===== config.mk =====
export PLATFORM = sky130hd
export DESIGN_NAME = mont_precompute
export DESIGN_NICKNAME = d
export VERILOG_FILES = /design/src/rtl/rsa_pkg.sv /design/src/rtl/mont_ninv_bitserial.sv /design/src/rtl/mont_precompute.sv
export SDC_FILE = /design/constraint.sdc
export NUM_CORES = 1
export LEC_CHECK = 0
export ABC_CLOCK_PERIOD_IN_PS = 5400
export CAP_MARGIN = 10
export CORE_ASPECT_RATIO = 0.8
export CORE_UTILIZATION = 35
export CTS_CLUSTER_DIAMETER = 40
export DETAILED_ROUTE_END_ITERATION = 6
export PLACE_DENSITY = 0.51
export SYNTH_ARGS = -nofsm -noshare
export SYNTH_HDL_FRONTEND = slang
export SYNTH_SLANG_ARGS = --single-unit

===== constraint.sdc =====
create_clock -name clk -period 5.4 [get_ports clk]
set_input_delay 0.81 -clock clk [delete_from_list [all_inputs] [get_ports clk]]
set_output_delay 0.81 -clock clk [all_outputs]
set_load 0.005 [all_outputs]

===== src/rtl/rsa_pkg.sv =====
// Shared definitions for the RSA datapath: FSM state encoding and default width.
// Imported by mont_precompute and its sub-modules.
package rsa_pkg;

    localparam int WIDTH_DEF = 64;

    localparam logic [1:0] ST_IDLE = 2'd0;
    localparam logic [1:0] ST_RUN  = 2'd1;
    localparam logic [1:0] ST_DONE = 2'd2;

endpackage


===== src/rtl/mont_ninv_bitserial.sv =====
// Bit-serial -N^-1 mod 2^WIDTH: one conditional shifted add per enabled cycle.
// Keeps n*y + 1 == p (mod 2^WIDTH) with p's low idx+1 bits cleared after each step.
module mont_ninv_bitserial
    import rsa_pkg::*;
#(
    parameter int WIDTH = WIDTH_DEF,
    parameter int IW    = $clog2(WIDTH)
) (
    input  logic             clk,
    input  logic             rst_n,
    input  logic             load,
    input  logic             en,
    input  logic [IW-1:0]    idx,
    input  logic [WIDTH-1:0] n,
    output logic [WIDTH-1:0] y
);

    logic [WIDTH-1:0] p;

    // Clear bit idx of p by adding n<<idx whenever that bit is set.
    always_ff @(posedge clk) begin
        if (!rst_n) begin
            y <= '0;
            p <= '0;
        end else if (load) begin
            y <= '0;
            p <= WIDTH'(1);
        end else if (en && p[idx]) begin
            y[idx] <= 1'b1;
            p      <= p + (n << idx);
        end
    end

endmodule


===== src/rtl/mont_precompute.sv =====
// Montgomery constant generator: N_INV = -N^-1 mod 2^WIDTH, R2_MOD_N = 2^(2*WIDTH) mod N.
// Optional modulus check compiled in with MONT_PRECOMPUTE_CHECK_EN.
module mont_precompute
    import rsa_pkg::*;
#(
    parameter int WIDTH = WIDTH_DEF
) (
    input  logic             clk,
    input  logic             rst_n,
    input  logic             start,
    input  logic [WIDTH-1:0] N,
    output logic [WIDTH-1:0] N_INV,
    output logic [WIDTH-1:0] R2_MOD_N,
    output logic             busy,
    output logic             done,
    output logic             err
);

    localparam int CW = $clog2(2 * WIDTH);
    localparam int IW = $clog2(WIDTH);
    localparam logic [CW-1:0] CNT_HALF = CW'(WIDTH);
    localparam logic [CW-1:0] CNT_LAST = CW'(2 * WIDTH - 1);

    logic [1:0]       state;
    logic [CW-1:0]    cnt;
    logic [WIDTH-1:0] n_q;
    logic [WIDTH:0]   r;
    logic [WIDTH:0]   t;
    logic [WIDTH:0]   n_ext;
    logic [WIDTH-1:0] y;
    logic             bad;
    logic             accept;
    logic             inv_en;

`ifdef MONT_PRECOMPUTE_CHECK_EN
    assign bad = ~N[0] | (N < WIDTH'(3));
`else
    assign bad = 1'b0;
`endif

    assign accept = (state == ST_IDLE) && start && !bad;
    assign inv_en = (state == ST_RUN) && (cnt < CNT_HALF);
    assign t      = r << 1;
    assign n_ext  = {1'b0, n_q};

    mont_ninv_bitserial #(
        .WIDTH(WIDTH),
        .IW   (IW)
    ) u_ninv (
        .clk  (clk),
        .rst_n(rst_n),
        .load (accept),
        .en   (inv_en),
        .idx  (cnt[IW-1:0]),
        .n    (n_q),
        .y    (y)
    );

    // Control FSM plus the inline R2 doubling-mod-N track and output registers.
    always_ff @(posedge clk) begin
        if (!rst_n) begin
            state    <= ST_IDLE;
            cnt      <= '0;
            n_q      <= '0;
            r        <= '0;
            N_INV    <= '0;
            R2_MOD_N <= '0;
            busy     <= 1'b0;
            done     <= 1'b0;
            err      <= 1'b0;
        end else begin
            done <= 1'b0;
            case (state)
                ST_IDLE: begin
                    if (start && bad) begin
                        N_INV    <= '0;
                        R2_MOD_N <= '0;
                        err      <= 1'b1;
                        done     <= 1'b1;
                    end else if (accept) begin
                        n_q   <= N;
                        r     <= (WIDTH + 1)'(1);
                        cnt   <= '0;
                        busy  <= 1'b1;
                        state <= ST_RUN;
                    end
                end
                ST_RUN: begin
                    r   <= (t >= n_ext) ? (t - n_ext) : t;
                    cnt <= cnt + CW'(1);
                    if (cnt == CNT_LAST) state <= ST_DONE;
                end
                ST_DONE: begin
                    N_INV    <= y;
                    R2_MOD_N <= r[WIDTH-1:0];
                    done     <= 1'b1;
                    busy     <= 1'b0;
                    err      <= 1'b0;
                    state    <= ST_IDLE;
                end
                default: state <= ST_IDLE;
            endcase
        end
    end

endmodule

==> results of run 1 <==
==> critical path, stage by stage (launching register included) <==
cell and delay [ns]:
sky130_fd_sc_hd__dfxtp_4 0.44, sky130_fd_sc_hd__buf_4 0.18, sky130_fd_sc_hd__buf_4 0.11, sky130_fd_sc_hd__mux4_2 0.57, sky130_fd_sc_hd__nand2_1 0.10, sky130_fd_sc_hd__nand2_1 0.14
sky130_fd_sc_hd__o21ai_0 0.37, sky130_fd_sc_hd__nor2_1 0.09, sky130_fd_sc_hd__a21oi_1 0.13, sky130_fd_sc_hd__buf_4 0.16, sky130_fd_sc_hd__nor2_1 0.05, sky130_fd_sc_hd__ha_1 0.36
sky130_fd_sc_hd__nand2_1 0.09, sky130_fd_sc_hd__o21ai_0 0.24, sky130_fd_sc_hd__a211oi_1 0.09, sky130_fd_sc_hd__o21ai_0 0.35, sky130_fd_sc_hd__o2111ai_1 0.26, sky130_fd_sc_hd__nand3b_1 0.20
sky130_fd_sc_hd__a21oi_1 0.09, sky130_fd_sc_hd__buf_4 0.17, sky130_fd_sc_hd__o41ai_1 0.47, sky130_fd_sc_hd__mux2i_1 0.14, sky130_fd_sc_hd__a311o_1 0.33
==> timing repair <==
action,4_1_cts,5_1_grt
pin swaps,0,1
endpoints found under the setup margin,1,10
setup buffers,0,10
resized for setup,1,6
endpoints found under the hold margin,0,0
==> Yosys cell counts (27+ instances only) <==
library cell               instances
sky130_fd_sc_hd__a21o_1           92
sky130_fd_sc_hd__o21ai_0         165
sky130_fd_sc_hd__a211oi_1         37
sky130_fd_sc_hd__and3_1           38
sky130_fd_sc_hd__clkbuf_1        195
sky130_fd_sc_hd__mux4_2           64
sky130_fd_sc_hd__inv_1            97
sky130_fd_sc_hd__buf_2            28
sky130_fd_sc_hd__xnor2_1          62
sky130_fd_sc_hd__mux2_2           27
sky130_fd_sc_hd__a21oi_1         464
sky130_fd_sc_hd__dfxtp_1         395
sky130_fd_sc_hd__mux2i_1          58
sky130_fd_sc_hd__xor2_1           42
sky130_fd_sc_hd__nand4_1          87
sky130_fd_sc_hd__o211ai_1         48
sky130_fd_sc_hd__buf_1            28
sky130_fd_sc_hd__nor2_1          275
sky130_fd_sc_hd__nand3_1          58
sky130_fd_sc_hd__nand2_1         784
sky130_fd_sc_hd__ha_1            128
sky130_fd_sc_hd__nor3_1           51
==> routing by layer <==
layer	up-vias	share of wire, %	track usage [%]
met1	12500	50	39.4
li1	12900	-	-
met5	-	0.059	0
met3	146	8.6	6.68
met2	990	39	34.8
met4	8	2.3	6.91
==> registers in the layout, indices dropped and copies added, names as in the netlist <==
| name | cells |
|---|---|
| N_INV | 64 |
| R2_MOD_N | 64 |
| busy | 1 |
| cnt | 7 |
| done | 1 |
| n_q | 64 |
| r | 64 |
| state | 2 |
| u_ninv.p | 64 |
| u_ninv.y | 64 |
==> where the power goes <==
part	total (mW)	internal [mW]	leakage [nW]	switching [mW]
Combinational	4.33	1.56	8.47	2.77
Clock	4.46	2.75	1.14	1.72
Sequential	3.22	3.04	3.20	0.178
Total	12.0	7.35	12.8	4.66
==> through the flow <==
| step | total power [mW] | hold WS [ns] | setup slack (ns) | instances | area (um^2) |
|---|---|---|---|---|---|
| final | 12.0 | 0.449 | 0.153 | 4761 | 32200 |
| after global routing | 12.6 | 0.471 | 0.0234 | 4760 | 32200 |
| after CTS | 12.0 | 0.449 | 0.105 | 4750 | 32100 |
| after detailed placement | 7.43 | 0.443 | 0.0195 | 4623 | 29700 |
| after global placement | 7.47 | 0.438 | 0.0502 | 4623 | 29700 |
| after floorplan | 6.01 | 0.425 | 0.0474 | 3537 | 26300 |
==> worst min path at each step <==
stage	end	slack, ns	startpoint	cells after the start
after floorplan	u_ninv.y[32]$_SDFFE_PP0P_	0.42	u_ninv.y[32]$_SDFFE_PP0P_	2
after global placement	u_ninv.y[36]$_SDFFE_PP0P_	0.44	u_ninv.y[36]$_SDFFE_PP0P_	2
after detailed placement	N_INV[5]$_SDFFE_PN0P_	0.44	u_ninv.y[5]$_SDFFE_PP0P_	2
after CTS	N_INV[7]$_SDFFE_PN0P_	0.45	u_ninv.y[7]$_SDFFE_PP0P_	2
after global routing	R2_MOD_N[22]$_SDFFE_PN0P_	0.47	R2_MOD_N[22]$_SDFFE_PN0P_	2
final	N_INV[7]$_SDFFE_PN0P_	0.45	u_ninv.y[7]$_SDFFE_PP0P_	2
==> cell type report <==
| cell class | instances | area [um^2] |
|---|---|---|
| clock buffer | 79 | 1840 |
| timing repair buffer | 353 | 3250 |
| antenna | 1 | 2.50 |
| sequential | 395 | 7920 |
| fill | 7754 | 41800 |
| tap | 1001 | 1250 |
| inverter | 101 | 384 |
| clock inverter | 48 | 528 |
| multi-input combinational | 2783 | 17000 |
==> kinds of logic after synthesis <==
logic type,after synthesis
AND/OR/NAND/NOR,1408
AO/OA/AOI/OAI,991
XOR/XNOR,104
adder cells (fa/ha/maj),130
buffers and inverters,359
flip-flops,395
multiplexers,149
other,1
==> out/summary.md, run 1 <==
The run finished with clean final reports. The die extent in y works out to 247 um. The critical path starts at cnt[0]$_SDFFE_PN0P_.

For this run, the total global-route usage over all layers was measured as 25.8%. TritonCTS created 69 clock buffers. In the post-synthesis netlist, the biggest area contributors are sky130_fd_sc_hd__dfxtp_1 (30%), sky130_fd_sc_hd__nand2_1 (11%), sky130_fd_sc_hd__a21oi_1 (8.8%).

For this run, asynchronously set or reset flops after synthesis account for 0%. The tools report the root buffer selected by CTS as sky130_fd_sc_hd__clkbuf_16. Floorplan die area: 76100 um^2. For the summed negative setup slack over all endpoints, the log shows 0 ns. The total nets after synthesis is 3734, and the fraction of synthesized cell area in xor and xnor cells is 3.47%.

The logs give 24.4k for the number of global-route vias before repair and 0 for the max-cap check violation count. The average instance in the mapped netlist occupies 7.42 um^2. The top cell types in the final layout, fill and taps aside, are sky130_fd_sc_hd__nand2_1 (782), sky130_fd_sc_hd__a21oi_1 (463), sky130_fd_sc_hd__dfxtp_1 (389), sky130_fd_sc_hd__nor2_1 (271), sky130_fd_sc_hd__clkdlybuf4s50_1 (196).

The main combinational cell family by area after synthesis is simple AND/OR/NAND/NOR gates. Setup violations remaining at the end of the flow were counted as 0. In this run the power density over the cells is 373 nW/um^2. The run gives 5.76 ns as the data arrival time of the worst path. 198 I/O pins were placed.

Last weighted congestion value of the routability-driven placer: 0.967. The synthesized netlist devotes 6.25% of its cell area to adder and majority cells. Relative to the synthesized area, the layout overhead comes to 22.6%. In this run the worst setup path terminates at u_ninv.p[57]$_SDFFE_PP0P_. After global routing the overflow that remains totals 0.

After technology mapping, the gate count stands at 3537. The source-to-sink clock delay at the later pin of the worst-skew pair came out at 0.63 ns. In this run the cell area of the synthesized design comes to 26300 um^2. The area fraction in compound gates after synthesis is 22.7%, and the number of port buffers is 196. The final number of max-transition violations is 0.

For this configuration, the core starts out at a cell density of 35.5%. The worst ir drop on vdd is 0.403 mV. The yosys synthesis warning count came out at 0. In this run the register-to-register setup slack is 0.15 ns. After clock tree synthesis, the clock-pin slew on the worst setup and hold paths is 0.05 ns.

In the routed layout, each cell is associated on average with a via count of 5.57. The core region is 73900 um^2. Summed over all layers, the routed wires come to 100 mm. Data on the critical path is required at its endpoint by 5.91 ns.

Dividing the detail-routed wire length by the instance count gives 21.1 um. For the worst clock skew on the final layout, the log shows 0.0311 ns. The worst setup path category is flop to flop. Endpoint of the lowest-slack register-to-register path: u_ninv.p[57]$_SDFFE_PP0P_. Leaving out fill and tap cells, the most frequent cell in the layout is sky130_fd_sc_hd__nand2_1.

The share of synthesized area in the top cell type comes to 30.1%. The maximum number of pins on one net before global-route repair was 83. The HPWL after detailed placement is 75.0 mm. Total count of hold-check failures in the final report: 0. The ratio of final minimum period to clock period was 97.2%.

Among all flip-flop cells after synthesis, the most frequent one is sky130_fd_sc_hd__dfxtp_1. The first global-routing pass estimated 152 mm of wire. The share of the yosys chip area belonging to registers was 30.1%; the count of flip-flops with a built-in enable after synthesis was 0. Yosys mapped the design onto 73 distinct sky130hd cell types. The number of iterations in the first detailed-routing pass is 5, and the depth of the worst register-to-register path is 22. The clock passes through at most 3 buffers. For this design the static power due to leakage is 12.8 nW.

The path class of the lowest-slack min-delay path is flop to flop. The logs give 23.3% for the worst-case headroom to the max-slew limit and 2679 for the iteration-0 DRC count of the detailed router. The routed design could run at a clock period as short as 5.25 ns.

In this run the number of H-tree levels came out at 3. The die is 308 um wide. Post-synthesis sequential element count: 395. For the clock sink count, the log shows 395.

TritonCTS built the clock tree. The routed via count is 26.5k. The portion of synthesized area spent on multiplexers is 8.86%. The transition time of the tightest slew-check pin was 1.14 ns. The synthesized netlist devotes 23.1% of its cell area to simple gates.

In this run the remaining antenna-violating nets after routing total 0. The startpoint class of the critical path was a flop. The logs give 3900 for the number of nets in the finished design and 0.191 GHz for the highest clock frequency the design can meet. In this run the critical register-to-register path is launched from cnt[0]$_SDFFE_PN0P_.

sky130_fd_sc_hd__dfxtp_1 takes more of the synthesized area than any other cell. The number of antenna violations at the first check in global routing was 6. The floorplan has 89 rows. The remaining design rule violation count was 0. The final core area utilization was 43.5%; the largest fanout of any net on the critical path was 12. In the final layout, the share of cells above drive strength 1 is 11.3%. After clock tree synthesis, the flow added hold-fix buffers numbering 0. Setup repair after global routing left no endpoint under its margin. STA classifies the critical path endpoint as a flop.
No activity file was read; power rests on OpenSTA's default activity.
==> run 2, diff against run 1 <==
--- a/config.mk
+++ b/config.mk
@@ -9,7 +9,6 @@
 export CAP_MARGIN = 10
 export CORE_ASPECT_RATIO = 0.8
 export CORE_UTILIZATION = 35
-export CTS_CLUSTER_DIAMETER = 40
 export DETAILED_ROUTE_END_ITERATION = 6
 export PLACE_DENSITY = 0.51
 export SYNTH_ARGS = -nofsm -noshare
==> run 2 against run 1 <==
Net effect: register-to-register slack gained 0.16 ns; power fell by 9.4%; sequential cell count is the same.
==> out/summary.md, run 2 (synthesized netlist as in run 1, its figures left out) <==
The number of port buffers was 196 (unchanged); the share of power burned in combinational logic was 39.8% (+3.8 points). Setup repair after global routing left no endpoint under its margin. The detailed-route vias per instance came out at 5.59 (+0.34%). TritonCTS built the clock tree. The logs give 0 (unchanged) for the number of buffers added to fix hold violations after cts and 16.2% (-7.1 points) for the worst-case headroom to the max-slew limit. The logs give 3 (unchanged) for the largest buffer count on any clock path and 29.5% (+2.7 points) for the power share of the sequential group. The fraction of power spent switching nets came out at 40.1% (+1.3 points). The floorplan die area was 76100 um^2 (unchanged); the power spent charging and discharging nets was 4.37 mW (-6.3%). The area taken by multi-input logic gates was 17000 um^2 (about the same); the max-cap check violation count was 0 (unchanged).

The run finished with clean final reports. Routed length per placed instance: 21.1 um (about the same). The run gives 0.449 ns (-0.0000590 ns) as the worst hold slack across all endpoints. The leakage dissipation was 12.4 nW (-3.0%); the post-detailed-placement half-perimeter wirelength was 75.0 mm (unchanged).

The startpoint class of the critical path was a flop. The chip width is 308 um (unchanged). For the final number of max-transition violations, the log shows 0 (unchanged). The final total power is 10.9 mW (-9.4%), and the number of top-level pins is 198 (unchanged). Most common cell after layout, fill and taps aside: sky130_fd_sc_hd__nand2_1.

The transition time of the tightest slew-check pin was 1.25 ns (+0.106 ns). The final critical delay including setup and external delays is 5.09 ns (-0.161 ns), and the largest fanout of any net on the critical path is 13 (+1). The tools report the worst ir drop on vdd as 0.397 mV (-1.5%). The logs give 0 (unchanged) for the overall overflow remaining after global route and 0.197 GHz (+3.2%) for the highest clock frequency the design can meet. The library cells used most frequently in the layout, excluding fill and tap cells, are sky130_fd_sc_hd__nand2_1 (782), sky130_fd_sc_hd__a21oi_1 (463), sky130_fd_sc_hd__dfxtp_1 (389), sky130_fd_sc_hd__nor2_1 (271), sky130_fd_sc_hd__clkdlybuf4s50_1 (196). The logs give 6 (unchanged) for the number of antenna violations at the first check in global routing and 2 (-1) for the level count of the clock H-tree. The share of final-layout standard cells stronger than drive strength 1 is 10.1% (-1.1 points). The tools report the number of inserted filler cells in the final layout as 7813 (+0.76%). The setup violation total in the final timing report came out at 0 (unchanged). The depth of the worst register-to-register path is 21 (-4.5%).

The logs give 5.89 ns (-0.02 ns) for the required time at the worst-slack endpoint and 73900 um^2 (unchanged) for the floorplan core area. The number of placement rows was 89 (unchanged); the total count of hold-check failures in the final report was 0 (unchanged). The min-delay analysis places its worst path in the category flop to flop. The logs give 395 (unchanged) for the clock sink count and 0.31 ns (+0.16 ns) for the worst reg-to-reg setup slack. The logs give 0 ns (unchanged) for the summed negative setup slack over all endpoints and 2633 (-1.7%) for the iteration-0 DRC count of the detailed router. The tree is rooted in a sky130_fd_sc_hd__clkbuf_16.

The tools report the antenna violation net count after detailed routing as 0 (unchanged). For the number of iterations in the first detailed-routing pass, the log shows 6 (+1). STA classifies the critical path endpoint as a flop. Number of global-route vias before repair: 24.0k (-1.5%).

The number of buffers inserted during clock tree synthesis is 46 (-33%). The clock transition at the register clock pins on the worst setup and hold paths after CTS is 0.07 ns (+0.02 ns), and the ratio of final minimum period to clock period is 94.2% (-3.0 points). The total routed wirelength is 99.5 mm (-0.93%).

The remaining design rule violation count was 0 (unchanged); the number of nets in the finished design was 3874 (-0.67%). The source-to-sink clock delay at the later pin of the worst-skew pair is 0.62 ns (about the same), and the worst clock skew on the final layout is 0.0503 ns (+0.0192 ns). The tools report the last weighted congestion value of the routability-driven placer as 0.967 (unchanged).

Compared with the post-synthesis result, the final layout area differs by 19.6%. The final core area utilization was 42.5% (-1.1 points); the initial standard-cell utilization of the core was 35.5% (unchanged). The worst hold path depth is 2 (unchanged), and the data arrival time of the worst path is 5.58 ns (-0.18 ns). The maximum number of pins on one net before global-route repair came out at 83 (unchanged). The areal power density over the cells was 347 nW/um^2 (-7.1%). The die extent in y was 247 um (unchanged). The worst setup path category is flop to flop.

The routed via count is 26.4k (-0.59%). The run gives 30.7% (-6.5 points) as the fraction of power consumed by the clock network. The overall routing resource usage was 25.5% (-0.32 points); the design internal power was 6.52 mW (-11%). The run gives 150 mm (-0.88%) as the wire length of the first global-routing pass. The run gives 7920 um^2 (unchanged) as the area of all sequential standard cells.
==> run 2: cell types whose count changed in the layout (fill, tap and decap cells not counted), sizes merged <==
cell / before / now
diode: 1 / 2
clkbuf: 79 / 57
clkinv: 22 / 9
buf: 157 / 154
inv: 114 / 107
==> run 2: routing by layer <==
layer | part of all wire (%) | global-route usage, % | wire length (um) | up-vias
met5 | 0.061 | 0 | 61 | -
met4 | 2.0 | 5.84 | 2020 | 8
met3 | 8.6 | 6.16 | 8560 | 125
met2 | 39 | 34.5 | 38700 | 981
met1 | 50 | 39.4 | 50200 | 12400
li1 | - | - | - | 12800
==> run 2: what timing repair did <==
item / CTS / global route
endpoints found under the setup margin: 0 / 8
buffers inserted: 0 / 7
gates resized for setup: 0 / 5
==> run 2: final cells by class <==
class / count / area share (%)
antenna: 2 / 0.0159
clock buffer: 57 / 3.99
clock inverter: 28 / 1.17
inverter: 101 / 1.22
multi-input combinational: 2783 / 54.2
sequential: 395 / 25.2
tap: 1001 / 3.99
timing repair buffer: 350 / 10.2
==> run 2: worst paths after layout <==
check,startpoint,end
worst max-delay path,cnt[0]$_SDFFE_PN0P_,u_ninv.p[39]$_SDFFE_PP0P_
worst min-delay path,u_ninv.y[56]$_SDFFE_PP0P_,N_INV[56]$_SDFFE_PN0P_
worst max register to register,cnt[0]$_SDFFE_PN0P_,u_ninv.p[39]$_SDFFE_PP0P_
worst min register to register,u_ninv.y[56]$_SDFFE_PP0P_,N_INV[56]$_SDFFE_PN0P_
==> run 2: through the flow <==
| step | area, um^2 | instances | setup slack (ns) |
|---|---|---|---|
| final | 31400 | 4717 | 0.314 |
| after global routing | 31400 | 4715 | 0.00702 |
| after CTS | 31300 | 4708 | 0.0214 |
| after detailed placement | 29700 | 4623 | 0.0195 |
| after global placement | 29700 | 4623 | 0.0502 |
| after floorplan | 26300 | 3537 | 0.0474 |
==> run 2: critical path, stage by stage, from the launching register on <==
cell	delay, ns
sky130_fd_sc_hd__dfxtp_4	0.44
sky130_fd_sc_hd__buf_12	0.17
sky130_fd_sc_hd__mux4_2	0.53
sky130_fd_sc_hd__mux2i_1	0.30
sky130_fd_sc_hd__nand2_1	0.08
sky130_fd_sc_hd__o21ai_0	0.11
sky130_fd_sc_hd__nor2_1	0.06
sky130_fd_sc_hd__a21oi_1	0.28
sky130_fd_sc_hd__buf_4	0.20
sky130_fd_sc_hd__nor2_1	0.05
sky130_fd_sc_hd__ha_1	0.39
sky130_fd_sc_hd__nand4_1	0.19
sky130_fd_sc_hd__nor3_1	0.20
sky130_fd_sc_hd__inv_1	0.08
sky130_fd_sc_hd__a211oi_1	0.29
sky130_fd_sc_hd__or3_1	0.20
sky130_fd_sc_hd__a21oi_1	0.08
sky130_fd_sc_hd__buf_4	0.17
sky130_fd_sc_hd__o21ai_0	0.45
sky130_fd_sc_hd__a21oi_1	0.19
sky130_fd_sc_hd__or4_1	0.43
sky130_fd_sc_hd__o211ai_1	0.09
==> run 2: power by group through the flow <==
stage | combinational [mW] | sequential [mW] | clock (mW)
finish | 4.33 | 3.21 | 3.34
global route | 4.65 | 3.23 | 3.54
CTS | 4.19 | 3.21 | 3.43
detailed placement | 4.15 | 3.28 | 0
global placement | 4.20 | 3.28 | 0
floorplan | 2.82 | 3.19 | 0
==> run 3, diff against run 2 <==
--- a/config.mk
+++ b/config.mk
@@ -10,7 +10,7 @@
 export CORE_ASPECT_RATIO = 0.8
 export CORE_UTILIZATION = 35
 export DETAILED_ROUTE_END_ITERATION = 6
-export PLACE_DENSITY = 0.51
+export PLACE_DENSITY_LB_ADDON = 0.3
 export SYNTH_ARGS = -nofsm -noshare
 export SYNTH_HDL_FRONTEND = slang
 export SYNTH_SLANG_ARGS = --single-unit
==> run 3 against run 2 <==
Net effect: wire length shrank 1.6%; register-to-register slack got worse by 0.03 ns; hold slack lost 0.0039 ns; maximum frequency fell by 0.65%; clock skew shrank 0.017 ns; power fell by 2.2%; first-iteration DRC count up 20%; sequential power is essentially flat; final cell count hardly changed; global-route usage down 0.37 points; largest cell class unchanged.
==> out/summary.md, run 3 (synthesized netlist as in run 1, its figures left out) <==
The overall overflow remaining after global route is 0 (unchanged). The overall routing resource usage came out at 25.1% (-0.37 points). The total count of hold-check failures in the final report was 0 (unchanged); the number of buffers added to fix hold violations after cts was 0 (unchanged).

Number of global-route vias before repair: 24.2k (+0.85%). For the number of iterations in the first detailed-routing pass, the log shows 6 (unchanged). The timing startpoint of the critical path was cnt[0]$_SDFFE_PN0P_.

The transition time of the tightest slew-check pin was 1.16 ns (-0.0861 ns). The signal on the critical path passes through buf_16 -> mux4_2 -> nand2_1 -> nand2_1 -> o21ai_0 -> nor2_1 -> a21oi_1 -> nor2_1 -> ha_1 -> a21oi_1 -> o21ai_0 -> a2111o_1 -> o311ai_1 -> buf_4 -> o31ai_1 -> buf_4 -> xor2_1 -> buf_4 -> nand2_1 -> a21oi_1. The routed via count is 26.7k (+1.1%), and the largest fanout of any net on the critical path is 15 (+2).

The wire length of the first global-routing pass came out at 149 mm (-0.52%). The run gives 0.396 mV (-0.34%) as the worst ir drop on vdd. The level count of the clock H-tree was 2 (unchanged); the worst hold slack across all endpoints was 0.445 ns (-0.00387 ns). The source-to-sink clock delay at the later pin of the worst-skew pair is 0.61 ns (about the same), and the die extent in y is 247 um (unchanged).

The routed length per placed instance was 20.7 um (-1.7%); the worst reg-to-reg setup slack was 0.28 ns (-0.03 ns). TritonCTS built the clock tree. The highest clock frequency the design can meet was 0.195 GHz (-0.65%); the cell count after placement was 4631 (+0.17%). The antenna violation net count after detailed routing is 0 (unchanged). The number of buffers inserted during clock tree synthesis came out at 45 (-2.2%). The worst setup path category is flop to flop. For the largest buffer count on any clock path, the log shows 3 (unchanged). Area added between synthesis and finish: 19.7% (about the same). The flow ran to the end, and the final reports show no timing, DRC or antenna violations. The most common cell after layout, fill and taps aside is sky130_fd_sc_hd__nand2_1.

The clock transition at the register clock pins on the worst setup and hold paths after CTS was 0.06 ns (about the same); the final critical delay including setup and external delays was 5.12 ns (+0.0335 ns). The areal power density over the cells is 339 nW/um^2 (-2.2%), and the maximum number of pins on one net before global-route repair is 83 (unchanged). The max-cap check violation count came out at 0 (unchanged). The startpoint class of the critical path is a flop. The run gives 76100 um^2 (unchanged) as the floorplan die area. The logs give 0 (unchanged) for the setup violation total in the final timing report and 4719 (+0.042%) for the number of standard cells in the layout, taps in and fillers out.

Setup repair after global routing left no endpoint under its margin. Depth of the worst register-to-register path: 20 (-4.8%). The worst setup path is captured at a flop. The root buffer cell chosen for the clock tree is sky130_fd_sc_hd__clkbuf_16. The most critical setup path has its endpoint at u_ninv.p[44]$_SDFFE_PP0P_. Critical path's largest stage delay: 0.54 ns (about the same).

The detailed-route vias per instance was 5.65 (+1.1%); the worst clock skew on the final layout was 0.0335 ns (-0.0168 ns). The number of port buffers was 196 (unchanged); the summed negative setup slack over all endpoints was 0 ns (unchanged). The worst register-to-register path begins at cnt[0]$_SDFFE_PN0P_.

The ratio of final minimum period to clock period works out to 94.8% (+0.62 points). The run gives 89 (unchanged) as the number of placement rows. Number of antenna violations at the first check in global routing: 4 (-2). The leakage dissipation was 12.5 nW (+0.26%); the data arrival time of the worst path was 5.63 ns (+0.05 ns). Final number of max-transition violations: 0 (unchanged). The chip width came out at 308 um (unchanged). The floorplan core area is 73900 um^2 (unchanged). For the initial standard-cell utilization of the core, the log shows 35.5% (unchanged). Worst-case headroom to the max-slew limit: 22.6% (+6.3 points). The run gives 3160 (+20%) as the iteration-0 DRC count of the detailed router.

The number of nets in the finished design is 3884 (+0.26%). The endpoint of the lowest-slack register-to-register path is u_ninv.p[44]$_SDFFE_PP0P_. The tightest min-delay check is of the flop to flop type. Clock sink count: 395 (unchanged). In the layout the commonest cells are sky130_fd_sc_hd__nand2_1 (782), sky130_fd_sc_hd__a21oi_1 (462), sky130_fd_sc_hd__dfxtp_1 (389), sky130_fd_sc_hd__nor2_1 (270), sky130_fd_sc_hd__clkdlybuf4s50_1 (196). Share of final-layout standard cells stronger than drive strength 1: 10.3% (+0.18 points). The count of antenna diodes in the layout was 0 (-2); the number of top-level pins was 198 (unchanged). The cell with the largest stage delay on the worst path was sky130_fd_sc_hd__a2111o_1. For the remaining design rule violation count, the log shows 0 (unchanged). The last weighted congestion value of the routability-driven placer came out at 0.999 (+3.3%). The logs give 97.9 mm (-1.6%) for the total routed wirelength and 5.91 ns (+0.02 ns) for the required time at the worst-slack endpoint. Post-detailed-placement half-perimeter wirelength: 74.2 mm (-1.0%).
-- run 3: changes by cell type in the layout (fill, tap and decap cells not counted), sizes merged --
cell,change
clkbuf,+3
clkinv,+1
inv,-3
clkinvlp,-6
buf,+11
diode,-2
bufinv,-2
-- run 3: layout make-up --
class | count | area (um^2)
repair buffers | 361 | 3320
fillers | 7650 | 42500
flip-flops and latches | 395 | 7920
inverters | 101 | 384
clock buffers | 60 | 1270
clock inverters | 18 | 233
multi-input cells | 2783 | 17000
well taps | 1001 | 1250
-- run 3: metal layers --
| metal | track usage [%] | routed length [um] | up-vias |
|---|---|---|---|
| met2 | 34.3 | 38700 | 1122 |
| met3 | 4.84 | 9110 | 96 |
| met4 | 5.03 | 1600 | 2 |
| li1 | - | - | 12800 |
| met1 | 39.6 | 48400 | 12600 |
| met5 | 0 | 13 | - |
-- run 3: power by group --
part	leakage [nW]	internal, mW	switching [mW]
registers	3.20	3.03	0.178
clock network	0.736	1.82	1.36
logic	8.52	1.55	2.71
-- run 3: worst min path at each step --
| stage | start | to | slack (ns) | cells past startpoint |
|---|---|---|---|---|
| after floorplan | u_ninv.y[32]$_SDFFE_PP0P_ | u_ninv.y[32]$_SDFFE_PP0P_ | 0.42 | 2 |
| after global placement | u_ninv.y[42]$_SDFFE_PP0P_ | u_ninv.y[42]$_SDFFE_PP0P_ | 0.44 | 2 |
| after detailed placement | u_ninv.y[39]$_SDFFE_PP0P_ | u_ninv.y[39]$_SDFFE_PP0P_ | 0.44 | 2 |
| after CTS | u_ninv.y[15]$_SDFFE_PP0P_ | N_INV[15]$_SDFFE_PN0P_ | 0.44 | 2 |
| after global routing | u_ninv.y[15]$_SDFFE_PP0P_ | N_INV[15]$_SDFFE_PN0P_ | 0.46 | 2 |
| final | u_ninv.y[15]$_SDFFE_PP0P_ | N_INV[15]$_SDFFE_PN0P_ | 0.45 | 2 |
-- run 3: what timing repair did --
item / CTS / global route
resized for setup: 1 / 11
pin swaps: 0 / 0
setup buffers: 0 / 10
setup endpoints to repair: 7 / 24
gates cloned: 0 / 0
-- run 3: per-stage QoR --
stage          util (%)  total power, mW  instance area [um^2]  setup WS (ns)
6_report           42.5             10.6                 31400          0.280
4_1_cts            42.3             10.6                 31300         0.0187
3_3_place_gp       40.3             7.39                 29800         -0.175
5_1_grt            42.5             11.2                 31400         0.0164
2_1_floorplan         -             6.01                 26300         0.0474
3_5_place_dp       40.3             7.37                 29800         -0.165
-- run 3: worst max-delay path: cells and delay by family, from the launching register on --
kind / cells / cell delay [ns]
AOI/OAI and AO/OA: 8 / 2.04
buffers and inverters: 4 / 0.75
muxes: 1 / 0.53
DFF: 1 / 0.50
and+or+nand+nor: 5 / 0.46
adders and majority gates: 1 / 0.39
xor gates and xnor gates: 1 / 0.34
